### config.mk
export PLATFORM = sky130hd
export DESIGN_NAME = branch_resolve_unit_flat
export DESIGN_NICKNAME = d
export VERILOG_FILES = /design/src/rtl/bru_pkg.sv /design/src/rtl/bru_if.sv /design/src/rtl/bru_compare.sv /design/src/rtl/branch_resolve_unit.sv /design/src/flat_wrapper.sv
export SDC_FILE = /design/constraint.sdc
export NUM_CORES = 1
export LEC_CHECK = 0
export CELL_PAD_IN_SITES_DETAIL_PLACEMENT = 0
export CELL_PAD_IN_SITES_GLOBAL_PLACEMENT = 1
export CORE_ASPECT_RATIO = 1.1
export CORE_UTILIZATION = 30
export CTS_CLUSTER_DIAMETER = 150
export DETAILED_ROUTE_END_ITERATION = 8
export GPL_TIMING_DRIVEN = 0
export MAX_ROUTING_LAYER = met4
export PLACE_DENSITY_LB_ADDON = 0.15
export SYNTH_ARGS = -nofsm -noshare
export SYNTH_HDL_FRONTEND = slang
export SYNTH_SLANG_ARGS = --single-unit
### constraint.sdc
create_clock -name clk -period 6.35 [get_ports clk]
set_input_delay 1.27 -clock clk [delete_from_list [all_inputs] [get_ports clk]]
set_output_delay 1.27 -clock clk [all_outputs]
set_load 0.03 [all_outputs]
### src/rtl/bru_pkg.sv
// Shared definitions for branch_resolve_unit.
// Holds the funct3 encodings of the six conditional branches, the request and result
// records carried through the pipeline, and the helper that turns a compared request
// into a resolved result (target, fall-through, redirect and mispredict).
// Records are sized by BRU_XLEN. The top-level XLEN parameter must match it.
package bru_pkg;
  localparam int BRU_XLEN = 32;

  localparam logic [2:0] F3_BEQ  = 3'b000;
  localparam logic [2:0] F3_BNE  = 3'b001;
  localparam logic [2:0] F3_BLT  = 3'b100;
  localparam logic [2:0] F3_BGE  = 3'b101;
  localparam logic [2:0] F3_BLTU = 3'b110;
  localparam logic [2:0] F3_BGEU = 3'b111;

  typedef struct packed {
    logic [2:0]          funct3;
    logic [BRU_XLEN-1:0] rs1;
    logic [BRU_XLEN-1:0] rs2;
    logic [BRU_XLEN-1:0] pc;
    logic [BRU_XLEN-1:0] imm;
    logic                pred_taken;
    logic [BRU_XLEN-1:0] pred_pc;
  } bru_req_t;

  typedef struct packed {
    logic                taken;
    logic [BRU_XLEN-1:0] target;
    logic                mispredict;
    logic [BRU_XLEN-1:0] redirect_pc;
    logic                illegal;
  } bru_res_t;

  // Sums wrap at BRU_XLEN bits. Mispredict compares the true next PC with the PC
  // fetch actually steered to, so the predicted direction alone is not consulted.
  function automatic bru_res_t bru_resolve(input bru_req_t r, input logic taken,
                                           input logic illegal);
    bru_res_t res;
    res.taken       = taken;
    res.illegal     = illegal;
    res.target      = r.pc + r.imm;
    res.redirect_pc = taken ? res.target : r.pc + BRU_XLEN'(4);
    res.mispredict  = (res.redirect_pc != r.pred_pc);
    return res;
  endfunction
endpackage

### src/rtl/bru_if.sv
// Request/result bus of branch_resolve_unit.
// slave  : the unit's view (takes in_*, drives in_ready and out_*).
// master : the execute/fetch side's view.
interface bru_if #(parameter int XLEN = 32) ();
  logic            in_valid;
  logic            in_ready;
  logic [2:0]      in_funct3;
  logic [XLEN-1:0] in_rs1;
  logic [XLEN-1:0] in_rs2;
  logic [XLEN-1:0] in_pc;
  logic [XLEN-1:0] in_imm;
  logic            in_pred_taken;
  logic [XLEN-1:0] in_pred_pc;
  logic            out_valid;
  logic            out_ready;
  logic            out_taken;
  logic [XLEN-1:0] out_target;
  logic            out_mispredict;
  logic [XLEN-1:0] out_redirect_pc;
  logic            out_illegal;

  modport slave (
    input  in_valid, in_funct3, in_rs1, in_rs2, in_pc, in_imm, in_pred_taken, in_pred_pc,
    input  out_ready,
    output in_ready,
    output out_valid, out_taken, out_target, out_mispredict, out_redirect_pc, out_illegal
  );

  modport master (
    output in_valid, in_funct3, in_rs1, in_rs2, in_pc, in_imm, in_pred_taken, in_pred_pc,
    output out_ready,
    input  in_ready,
    input  out_valid, out_taken, out_target, out_mispredict, out_redirect_pc, out_illegal
  );
endinterface

### src/rtl/bru_compare.sv
// Combinational branch condition evaluation.
// Ports: funct3, rs1, rs2 in; taken, illegal out.
// BLT/BGE compare signed, BLTU/BGEU unsigned. funct3 010/011 flag illegal and never take.
module bru_compare
  import bru_pkg::*;
#(
  parameter int XLEN = 32
) (
  input  logic [2:0]      funct3,
  input  logic [XLEN-1:0] rs1,
  input  logic [XLEN-1:0] rs2,
  output logic            taken,
  output logic            illegal
);
  always_comb begin
    taken   = 1'b0;
    illegal = 1'b0;
    case (funct3)
      F3_BEQ:  taken = (rs1 == rs2);
      F3_BNE:  taken = (rs1 != rs2);
      F3_BLT:  taken = ($signed(rs1) <  $signed(rs2));
      F3_BGE:  taken = ($signed(rs1) >= $signed(rs2));
      F3_BLTU: taken = (rs1 <  rs2);
      F3_BGEU: taken = (rs1 >= rs2);
      default: illegal = 1'b1;
    endcase
  end
endmodule

### src/rtl/branch_resolve_unit.sv
// Pipelined RV32I conditional branch resolution.
// Ports: clk, rst_n (synchronous, active low), flush, bus (bru_if.slave: in_* request
// with valid/ready, out_* registered result with valid/ready).
// STAGES=1: compare and resolve feed the output register directly.
// STAGES=2: compare result is registered, resolve math runs in the second stage.
// The whole pipe advances together whenever the output register is empty or drained.
// Optional: `define BRU_PERF_CNT_EN adds saturating perf_branches/perf_taken/
// perf_mispredicts counters over accepted output transfers.
module branch_resolve_unit
  import bru_pkg::*;
#(
  parameter int XLEN   = BRU_XLEN,
  parameter int STAGES = 2
) (
  input  logic        clk,
  input  logic        rst_n,
  input  logic        flush,
  bru_if.slave        bus
`ifdef BRU_PERF_CNT_EN
  ,
  output logic [31:0] perf_branches,
  output logic [31:0] perf_taken,
  output logic [31:0] perf_mispredicts
`endif
);
  bru_req_t in_req;
  logic     in_taken, in_illegal;

  assign in_req = '{funct3:     bus.in_funct3,
                    rs1:        bus.in_rs1,
                    rs2:        bus.in_rs2,
                    pc:         bus.in_pc,
                    imm:        bus.in_imm,
                    pred_taken: bus.in_pred_taken,
                    pred_pc:    bus.in_pred_pc};

  bru_compare #(.XLEN(XLEN)) u_cmp (
    .funct3  (in_req.funct3),
    .rs1     (in_req.rs1),
    .rs2     (in_req.rs2),
    .taken   (in_taken),
    .illegal (in_illegal)
  );

  logic     out_vld;
  bru_res_t out_res;
  logic     adv;

  assign adv         = !out_vld | bus.out_ready;
  assign bus.in_ready = adv;

  // Resolve-stage view: a register in the 2-stage build, a wire in the 1-stage build.
  logic     rs_vld, rs_taken, rs_illegal;
  bru_req_t rs_req;

  generate
    if (STAGES == 2) begin : g_s2
      always_ff @(posedge clk) begin
        if (!rst_n) begin
          rs_vld     <= 1'b0;
          rs_req     <= '0;
          rs_taken   <= 1'b0;
          rs_illegal <= 1'b0;
        end else if (flush) begin
          rs_vld <= 1'b0;
        end else if (adv) begin
          rs_vld <= bus.in_valid;
          if (bus.in_valid) begin
            rs_req     <= in_req;
            rs_taken   <= in_taken;
            rs_illegal <= in_illegal;
          end
        end
      end
    end else begin : g_s1
      assign rs_vld     = bus.in_valid;
      assign rs_req     = in_req;
      assign rs_taken   = in_taken;
      assign rs_illegal = in_illegal;
    end
  endgenerate

  // Operands and predicted direction are consumed before the resolve stage.
  logic unused_rs;
  assign unused_rs = ^{rs_req.funct3, rs_req.rs1, rs_req.rs2, rs_req.pred_taken};

  bru_res_t rs_res;
  assign rs_res = bru_resolve(rs_req, rs_taken, rs_illegal);

  // Data only loads with a live entry, so a held result never changes under backpressure.
  always_ff @(posedge clk) begin
    if (!rst_n) begin
      out_vld <= 1'b0;
      out_res <= '0;
    end else if (flush) begin
      out_vld <= 1'b0;
    end else if (adv) begin
      out_vld <= rs_vld;
      if (rs_vld) out_res <= rs_res;
    end
  end

  assign bus.out_valid       = out_vld;
  assign bus.out_taken       = out_res.taken;
  assign bus.out_target      = out_res.target;
  assign bus.out_mispredict  = out_res.mispredict;
  assign bus.out_redirect_pc = out_res.redirect_pc;
  assign bus.out_illegal     = out_res.illegal;

`ifdef BRU_PERF_CNT_EN
  // A flush on the same edge kills the output entry, so it is not counted.
  logic xfer;
  assign xfer = out_vld & bus.out_ready & !flush;

  always_ff @(posedge clk) begin
    if (!rst_n) begin
      perf_branches    <= '0;
      perf_taken       <= '0;
      perf_mispredicts <= '0;
    end else if (xfer) begin
      if (perf_branches != '1) perf_branches <= perf_branches + 32'd1;
      if (out_res.taken && perf_taken != '1) perf_taken <= perf_taken + 32'd1;
      if (out_res.mispredict && perf_mispredicts != '1)
        perf_mispredicts <= perf_mispredicts + 32'd1;
    end
  end
`endif
endmodule

### src/flat_wrapper.sv
// flat-port wrapper written by rule: the top's interface ports become plain ports
module branch_resolve_unit_flat import bru_pkg::*;
#(
  parameter int XLEN   = BRU_XLEN,
  parameter int STAGES = 2
)
  (clk, rst_n, flush, bus_in_valid, bus_in_funct3, bus_in_rs1, bus_in_rs2, bus_in_pc, bus_in_imm, bus_in_pred_taken, bus_in_pred_pc, bus_out_ready, bus_in_ready, bus_out_valid, bus_out_taken, bus_out_target, bus_out_mispredict, bus_out_redirect_pc, bus_out_illegal);
  bru_if #(.XLEN(XLEN)) bus_i ();
  input  logic clk;
  input  logic rst_n;
  input  logic flush;
  input wire logic [$bits(bus_i.in_valid)-1:0] bus_in_valid;
  input wire logic [$bits(bus_i.in_funct3)-1:0] bus_in_funct3;
  input wire logic [$bits(bus_i.in_rs1)-1:0] bus_in_rs1;
  input wire logic [$bits(bus_i.in_rs2)-1:0] bus_in_rs2;
  input wire logic [$bits(bus_i.in_pc)-1:0] bus_in_pc;
  input wire logic [$bits(bus_i.in_imm)-1:0] bus_in_imm;
  input wire logic [$bits(bus_i.in_pred_taken)-1:0] bus_in_pred_taken;
  input wire logic [$bits(bus_i.in_pred_pc)-1:0] bus_in_pred_pc;
  input wire logic [$bits(bus_i.out_ready)-1:0] bus_out_ready;
  output wire logic [$bits(bus_i.in_ready)-1:0] bus_in_ready;
  output wire logic [$bits(bus_i.out_valid)-1:0] bus_out_valid;
  output wire logic [$bits(bus_i.out_taken)-1:0] bus_out_taken;
  output wire logic [$bits(bus_i.out_target)-1:0] bus_out_target;
  output wire logic [$bits(bus_i.out_mispredict)-1:0] bus_out_mispredict;
  output wire logic [$bits(bus_i.out_redirect_pc)-1:0] bus_out_redirect_pc;
  output wire logic [$bits(bus_i.out_illegal)-1:0] bus_out_illegal;
  assign bus_i.in_valid = bus_in_valid;
  assign bus_i.in_funct3 = bus_in_funct3;
  assign bus_i.in_rs1 = bus_in_rs1;
  assign bus_i.in_rs2 = bus_in_rs2;
  assign bus_i.in_pc = bus_in_pc;
  assign bus_i.in_imm = bus_in_imm;
  assign bus_i.in_pred_taken = bus_in_pred_taken;
  assign bus_i.in_pred_pc = bus_in_pred_pc;
  assign bus_i.out_ready = bus_out_ready;
  assign bus_in_ready = bus_i.in_ready;
  assign bus_out_valid = bus_i.out_valid;
  assign bus_out_taken = bus_i.out_taken;
  assign bus_out_target = bus_i.out_target;
  assign bus_out_mispredict = bus_i.out_mispredict;
  assign bus_out_redirect_pc = bus_i.out_redirect_pc;
  assign bus_out_illegal = bus_i.out_illegal;
  branch_resolve_unit #(.XLEN(XLEN), .STAGES(STAGES)) u_core (.clk(clk), .rst_n(rst_n), .flush(flush), .bus(bus_i));
endmodule
==> results.py, run 1 <==
metrics = {
    "run_status": {
        "status": "completed",
    },
    "final_layout": {
        "top_register": "u_core.rs_req",
        "final_common_cell": "nand2_1",
        "area_growth_pct": 33.6,
        "post-route-util_pct": 40.8,
        "drive_above_1_share_pct": 3.15,
        "fillers": 3598,
        "fin_nets": 1903,
        "layout_common_cells": "288 x nand2_1, 236 x clkdlybuf4s50_1, 189 x a21oi_1, 167 x dfxtp_1, 107 x nor2_1",
        "diodes": 0,
        "largest_reg_flops": 96,
    },
    "placement": {
        "routabilityCongestion": 0.891,
        "dp_hpwl_um": 33900,
        "numPortBuffers": 236,
    },
    "yosys": {
        "synth_edf_count": 0,
        "syn_nets": 1648,
        "synthArstFlopShare_pct": 0,
        "yosysWarnings": 0,
        "syn_area_mm2": 0.0105,
        "synth.avg_cell_area_um2": 7.40,
        "synth_top_area_share_pct": 31.9,
        "synth_flop_cell": "dfxtp_1",
        "ys_top_cells_by_area": "dfxtp_1 32%, nand2_1 10%, a21oi_1 9.0%",
        "synth_cell_types": 68,
        "synth.largest_area_cell": "dfxtp_1",
        "synth-seq-area-share_pct": 31.9,
        "syn_inst": 1414,
        "synth-seq-cells": 167,
    },
    "cts": {
        "holdBufCountCts": 0,
        "cts.sinks": 167,
        "cts_tree": "yes",
        "cts_max_level": 4,
        "cts_root_buf": "clkbuf_16",
        "clock_latency_ps": 450,
        "ctsLongestPathBuffers": 2,
        "numCtsBuffers": 17,
        "postCtsResizedCells": 0,
        "clk_pin_slew_ps": 70,
        "post_cts_buffers": 0,
    },
    "hold_path": {
        "min_path_cells": 2,
        "hp-class": "flip-flop to flip-flop",
        "hold_end": "u_core.bus.out_target[26]",
        "min_from": "u_core.bus.out_target[26]",
    },
    "detailed_routing": {
        "wl_per_cell_um": 19.5,
        "routed_wl_um": 41300,
        "ant_nets": 0,
        "dr.pass1.iters": 5,
        "num_vias": 10987,
        "route.detailed.drc": 0,
        "drtIter0Drc": 716,
        "drt-vias-per-instance": 5.18,
    },
    "timing": {
        "fin_crit_ps": 4460,
        "fin_worst_skew_ps": 14.2,
        "tightest_slew_ps": 1020,
        "rsz0062_at_grt": "false",
        "finalSetupTns_ps": 0,
        "slew_viol_final": 0,
        "hold_viol_final": 0,
        "relSlewSlack_pct": 31.3,
        "fin_crit_sh_pct": 70.3,
        "setup_viol_count_final": 0,
        "fmax_mhz": 224,
    },
    "setup_path": {
        "worstPathRequired_ps": 6700,
        "worst_path_most_repeated_cell": "clkbuf_1",
        "setup.worst_path.end_class": "flip-flop",
        "critPathLaunchType": "flip-flop",
        "path_buf_inv": 3,
        "cp_max_fo": 10,
        "crit_family": "buffers and inverters",
        "crit_arrival_ps": 4810,
        "slowest_stage": "a2111oi_0",
        "crit_chain": "clkbuf_1 > clkbuf_1 > clkbuf_1 > a21oi_1 > xnor2_1 > nor4_1 > nand4_1 > a2111oi_0 > nand4_1 > o211a_1",
        "worst-setup-path-type": "flip-flop to flip-flop",
        "r2r_cells": 10,
        "r2r_end": "u_core.bus.out_mispredict",
        "rrSetupSlack_ps": 1890,
        "crit_path_max_incr_delay_ps": 660,
        "timing.rr.start": "u_core.rs_taken",
    },
    "die": {
        "dieArea_mm2": 0.0356,
        "ios": 238,
        "dieWidth_um": 180,
        "start_util_pct": 30.5,
        "fp.dieH_um": 198,
        "rows": 71,
        "design.core.area_mm2": 0.0343,
    },
    "power_and_ir_drop": {
        "powerDensity_mw_per_mm2": 195,
        "p_leak_nw": 5.33,
        "ir_drop_mv": 0.185,
    },
    "global_routing": {
        "first_global_vias": 10706,
        "overflow": 0,
        "grt_pass1_wl_um": 62900,
        "antenna_found_initial": 0,
        "grt_max_degree": 19,
        "grt_usage_pct": 24.0,
    },
    "flow_run": {
        "maxCapViolations": 0,
    },
}
## cell families (layout without fill, tap and decap cells)
logic type      Yosys count  in the layout  share of synthesized area (%)
compound gates          388            388                           23.0
xor+xnor                 68             68                           5.69
mux                      10             10                          0.992
flops                   167            167                           31.9
buf+inv                 139            407                           5.13
simple gates            577            577                           25.4
fa+ha+maj                65             65                           7.84
## cell type report
type                       count  area (um^2)  area share [%]
buffer                        90          353            2.52
clock buffer                  17          425            3.04
clock inverter                15          179            1.28
inverter                      49          184            1.32
multi-input combinational   1108         6590            47.1
sequential                   167         3340            23.9
tap                          438          548            3.92
timing repair buffer         236         2360            16.9
## per-layer routing
| metal | part of all wire [%] | wire length (um) | up-vias | GRT usage [%] |
|---|---|---|---|---|
| met1 | 47 | 19500 | 5080 | 30.8 |
| met3 | 4.7 | 1960 | 51 | 3.33 |
| met5 | 0 | 0 | - | - |
| met4 | 2.4 | 979 | 0 | 7.22 |
| met2 | 46 | 18900 | 343 | 39.0 |
| li1 | - | - | 5513 | - |
## stage by stage
stage	setup slack, ps	hold WS [ps]	cell area, um^2	instances	total power [mW]
6_report	1890	458	14000	2120	2.73
5_1_grt	1740	485	14000	2120	2.84
4_1_cts	1880	458	14000	2120	2.75
3_5_place_dp	1920	448	13400	2088	1.66
3_3_place_gp	1880	445	13400	2088	1.66
2_1_floorplan	3140	432	10500	1414	1.41
## worst register-to-register path, cell delays in order (launching register included)
cell and delay, ps:
dfxtp_1 390, clkbuf_1 580, clkbuf_1 570, clkbuf_1 640, a21oi_1 340, xnor2_1 210
nor4_1 410, nand4_1 200, a2111oi_0 660, nand4_1 200, o211a_1 170
## power by group
| part | switching, mW | leakage (nW) | internal (mW) |
|---|---|---|---|
| clock | 0.521 | 0.293 | 0.565 |
| combinational | 0.298 | 3.68 | 0.227 |
| sequential | 0.0367 | 1.36 | 1.08 |
## how the worst max path moves through the flow
| stage | from | endpoint | slack (ps) | cells past startpoint |
|---|---|---|---|---|
| 2_1_floorplan | bus_in_rs2[2] | u_core.rs_taken | 3140 | 12 |
| 3_3_place_gp | u_core.rs_taken | u_core.bus.out_mispredict | 1880 | 10 |
| 3_5_place_dp | u_core.rs_taken | u_core.bus.out_mispredict | 1920 | 10 |
| 4_1_cts | u_core.rs_taken | u_core.bus.out_mispredict | 1880 | 10 |
| 5_1_grt | u_core.rs_taken | u_core.bus.out_mispredict | 1740 | 10 |
| 6_report | u_core.rs_taken | u_core.bus.out_mispredict | 1890 | 10 |
## cells in the mapped netlist, drive strengths merged (3+ instances only)
master	number
a211o	6
a211oi	29
a21boi	5
a21o	27
a21oi	189
a221o	3
a311oi	4
a31o	3
a31oi	20
and2	12
and3	10
and4	11
buf	8
clkbuf	82
dfxtp	167
ha	64
inv	49
mux2	3
mux2i	7
nand2	288
nand2b	7
nand3	26
nand3b	10
nand4	35
nor2	107
nor2b	9
nor3	20
nor3b	3
nor4	12
o211a	7
o211ai	15
o21a	13
o21ai	33
o221ai	6
o31a	3
o31ai	6
or2	5
or3	13
or4	6
xnor2	32
xor2	36
Power figures use the tool's default switching activity.
==> run 2, diff against run 1 <==
- clock period: 6.35 -> 3.8 ns (I/O delays scaled with it)
==> results.py, run 2 (synthesized netlist as in run 1, its figures left out) <==
metrics = {
    "placement": {
        "post-place-ws_ps": -632,
        "dpl_cell_area_mm2": 0.0134,
        "numPortBuffers": 236,
        "routabilityCongestion": 0.891,
        "dp_hpwl_um": 33900,
        "dp_cells": 2088,
    },
    "power_and_ir_drop": {
        "p_sw_share_pct": 31.3,
        "p_leak_nw": 5.40,
        "seqPwrFrac_pct": 41.0,
        "power_mw": 4.57,
        "powerDensity_mw_per_mm2": 324,
        "ir_drop_mv": 0.304,
        "power.internal_mw": 3.14,
        "combPwrFrac_pct": 19.5,
        "power_switching_mw": 1.43,
        "clock_power_share_pct": 39.6,
    },
    "final_layout": {
        "design_area_mm2": 0.0141,
        "layout_common_cells": "288 x nand2_1, 236 x clkdlybuf4s50_1, 188 x a21oi_1, 167 x dfxtp_1, 107 x nor2_1",
        "fin_nets": 1898,
        "final_common_cell": "nand2_1",
        "drive_above_1_share_pct": 4.47,
        "post-route-util_pct": 41.1,
        "top_register": "u_core.rs_req",
        "largest_reg_flops": 96,
        "fin_cells": 2116,
        "area_growth_pct": 34.6,
    },
    "hold_path": {
        "hp-class": "flip-flop to flip-flop",
    },
    "setup_path": {
        "worst-setup-path-type": "flip-flop to flip-flop",
        "crit_arrival_ps": 4070,
        "worstPathRequired_ps": 4140,
        "cp_max_fo": 10,
        "critPathLaunchType": "flip-flop",
        "setup.worst_path.end_class": "flip-flop",
    },
    "detailed_routing": {
        "dr.pass1.iters": 5,
        "drt-vias-per-instance": 5.20,
        "met1_length_um": 19400,
        "ant_nets": 0,
        "drtIter0Drc": 761,
        "routed_wl_um": 41400,
        "wl_per_cell_um": 19.6,
        "wl_met3_um": 2150,
        "num_vias": 10997,
        "top_layer_used": "met4",
        "routed-wl-met2_um": 18900,
        "route.detailed.drc": 0,
    },
    "timing": {
        "rsz0062_at_grt": "false",
        "hold_viol_final": 0,
        "fin_crit_ps": 3720,
        "slew_viol_final": 0,
        "setup_ws_ps": 76.2,
        "fin_worst_skew_ps": 14.6,
        "setup_viol_count_final": 0,
        "fmax_mhz": 269,
        "fin_crit_sh_pct": 98.0,
        "relSlewSlack_pct": 34.3,
        "holdWs_ps": 458,
        "finalSetupTns_ps": 0,
        "tightest_slew_ps": 985,
    },
    "cts": {
        "clk_pin_slew_ps": 70,
        "cts_root_buf": "clkbuf_16",
        "cts.sinks": 167,
        "ctsLongestPathBuffers": 2,
        "cts_tree": "yes",
        "numCtsBuffers": 17,
        "clock_latency_ps": 450,
        "cts_max_level": 4,
    },
    "global_routing": {
        "antenna_found_initial": 1,
        "grt_usage_pct": 24.0,
        "overflow": 0,
        "grt_pass1_wl_um": 62900,
        "grt_max_degree": 19,
        "first_global_vias": 10718,
    },
    "die": {
        "ios": 238,
        "dieWidth_um": 180,
        "rows": 71,
        "dieArea_mm2": 0.0356,
        "start_util_pct": 30.5,
        "design.core.area_mm2": 0.0343,
        "fp.dieH_um": 198,
    },
    "flow_run": {
        "maxCapViolations": 0,
    },
    "run_status": {
        "status": "completed",
    },
}
## run 2: changes by cell type in the layout (fill, tap and decap cells not counted), moves of 2 or more
cell	previous run	this run
clkbuf_1	82	72
clkbuf_2	0	6
a31oi_1	20	16
a31oi_2	0	3
a2111oi_0	2	0
a2111oi_2	0	2
buf_1	6	4
nor4_1	9	7
nor4_4	0	2
## run 2: critical path, stage by stage, from the launching register on
cell       delay [ps]
dfxtp_1           390
clkbuf_2          350
buf_1             610
clkbuf_1          600
a21oi_1           160
a31oi_1           410
xor2_1            210
nand4_1           160
a2111oi_2         410
nand4_1           170
o211a_1           160
## run 2: cell type report
type | instances | area [um^2]
multi-input cells | 1108 | 6690
repair buffers | 237 | 2370
well taps | 438 | 548
plain buffers | 84 | 338
diodes | 1 | 2.50
fillers | 3582 | 20200
clock buffers | 17 | 425
inverters | 49 | 184
flip-flops and latches | 167 | 3340
clock inverters | 15 | 179
## run 2: repair_timing
item,4_1_cts,5_1_grt
cloned,0,0
hold buffers,0,0
setup endpoints to repair,1,1
buffers inserted,0,1
resized for setup,10,18
pin swaps,0,1
## run 2: power by group through the flow
stage                     clock, mW  combinational (mW)  sequential [mW]
final                          1.81               0.890             1.87
after floorplan                   0               0.448             1.91
after global placement            0               0.870             1.91
after detailed placement          0               0.871             1.91
after global routing           1.91               0.970             1.88
after CTS                      1.84               0.882             1.87
## run 2: path summary, 6_finish.rpt
path / startpoint / endpoint / slack, ps / cells after the start
worst min register to register: u_core.bus.out_target[26] / u_core.bus.out_target[26] / 460 / 2
worst max-delay path: u_core.rs_taken / u_core.bus.out_mispredict / 80 / 10
worst max register to register: u_core.rs_taken / u_core.bus.out_mispredict / 80 / 10
worst min-delay path: u_core.bus.out_target[26] / u_core.bus.out_target[26] / 460 / 2
## run 2: per-layer routing
layer,up-vias,global-route usage [%]
li1,5498,-
met5,-,-
met1,5078,30.7
met3,51,3.46
met4,0,7.63
met2,370,38.9
==> variant: new RTL, config.mk and constraints of run 1 <==
Put a register stage on the output `bus.out_mispredict`, without a reset. The value now appears one clock later.
--- a/src/rtl/branch_resolve_unit.sv
+++ b/src/rtl/branch_resolve_unit.sv
@@ -103,7 +103,9 @@
   assign bus.out_valid       = out_vld;
   assign bus.out_taken       = out_res.taken;
   assign bus.out_target      = out_res.target;
-  assign bus.out_mispredict  = out_res.mispredict;
+  always_ff @(posedge clk) begin
+    bus.out_mispredict <= out_res.mispredict;
+  end
   assign bus.out_redirect_pc = out_res.redirect_pc;
   assign bus.out_illegal     = out_res.illegal;
 
Formal check against the unedited RTL: not equivalent (Yosys sat finds a counterexample within 4 cycles, from zero or initial values and one cycle with rst_n low).
==> variant against run 1 <==
  * Combinational power increased by 2%
  * Sequential share of layout area decreased by 0.77 points
  * Setup slack got worse by 0.10 ns
  * Fmax decreased by 2.2%
  * Utilization decreased by 0.49 points
  * Area after synthesis increased by 4.8%
  * Final area increased by 3.9%
  * Sequential cell count increased by 1
  * Highest routed layer unchanged
  * Power increased by 1.4%
  * Largest cell class unchanged
  * Wire length increased by 4.1%
==> variant: results (changes against run 1) <==
GRT
- **number of global-route vias before repair** 10.72k, +0.13%
- **met2 Track Usage GR** 38.99%, about the same
- **global-route wire length before repair** 64740 µm, +2.9%
- **overall global routing resource usage** 23.89%, -0.066 points
- **met1 Track Usage GR** 31.79%, +0.98 points
- **routing usage on met3** 2.709%, -0.62 points

Place
- **placed cell areas** 13940 µm², +4.2%
- **dpl hpwl** 35490 µm, +4.6%
- **routability congestion estimate** 0.9001, +0.98%

Final layout
- **number of buffers outside the clock class in the layout** 390, +20%
- **multi-input combinational area share** 45.32%, -1.8 points
- **Layout fillers** 3878, +7.8%
- **non-filler instance count after layout** 2235, +5.4%
- **Layout area overhead** 32.51%
- **share of the core filled with cells in the final layout** 40.27%, -0.49 points
- **fraction of layout cells with a size suffix above 1** 6.640%, +3.5 points
- **clock buffer and inverter area fraction after layout** 4.064%, -0.26 points
- **number of clock buffers in the layout** 18, +1

Synthesis
- **share of synthesized area spent on multiplexers** 0.9471%, -0.045 points
- **gate count of the mapped netlist** 1479, +4.6%
- **Synth Area in XOR/XNOR** 5.431%, -0.26 points
- **Synth top cells by count** 288 x sky130_fd_sc_hd__nand2_1, 189 x sky130_fd_sc_hd__a21oi_1, 168 x sky130_fd_sc_hd__dfxtp_1, 107 x sky130_fd_sc_hd__nor2_1, 82 x sky130_fd_sc_hd__clkbuf_1
- **top post-synthesis cells by area** sky130_fd_sc_hd__dfxtp_1 31%, sky130_fd_sc_hd__nand2_1 9.9%, sky130_fd_sc_hd__a21oi_1 8.6%
- **complex-gate fraction of the synthesized area** 21.95%, -1.0 points

Detailed routing
- **met2 WL** 20400 µm, +7.7%
- **drt first-iter violations** 605, -16%
- **met3 routed WL** 1729 µm, -12%

Power and ir drop
- **total power** 2.770 mW, +1.4%
- **leakage power of the design** 5.684 nW, +6.6%
- **maximum VDD drop** 0.0001934 V, +4.3%

Worst setup path
- **crit path DAT** 4.91 ns, +0.10 ns
- **endpoint of the most critical register-to-register path** u_core.out_res[33]

Worst hold path
- **endpoint of the worst hold-timing path** u_core.bus.out_mispredict
- **Hold Path Depth** 0, -2
- **worst hold path startpoint** u_core.out_res[33]

Timing
- **post-layout minimum cycle time** 4.564 ns, +0.1018 ns
- **Post-Route Skew** 0.01633 ns, +0.002155 ns
- **minimum hold slack** 0.3856 ns, -0.07205 ns
- **Tightest Pin Transition** 1.190 ns, +0.1735 ns

CTS
- **Num Clock Sinks** 168, +0.60%

Status
- **result of the run** finished, final reports clean

## variant: logic make-up after synthesis
| group | count (synthesis) |
|---|---|
| AOI/OAI and AO/OA | 388 |
| buffers and inverters | 203 |
| muxes | 10 |
| adders and majority gates | 65 |
| DFF | 168 |
| xor gates and xnor gates | 68 |
| and+or+nand+nor | 577 |
## variant: worst reg2reg max path: stages, from the launching register on
cell and delay, ns:
sky130_fd_sc_hd__dfxtp_1 0.37, sky130_fd_sc_hd__clkbuf_1 0.58, sky130_fd_sc_hd__clkbuf_1 0.60, sky130_fd_sc_hd__buf_1 0.60, sky130_fd_sc_hd__buf_1 0.55, sky130_fd_sc_hd__buf_1 0.58
sky130_fd_sc_hd__a31oi_1 0.30, sky130_fd_sc_hd__xnor2_1 0.22, sky130_fd_sc_hd__nor3_1 0.34, sky130_fd_sc_hd__nand4_1 0.17, sky130_fd_sc_hd__o211a_1 0.15
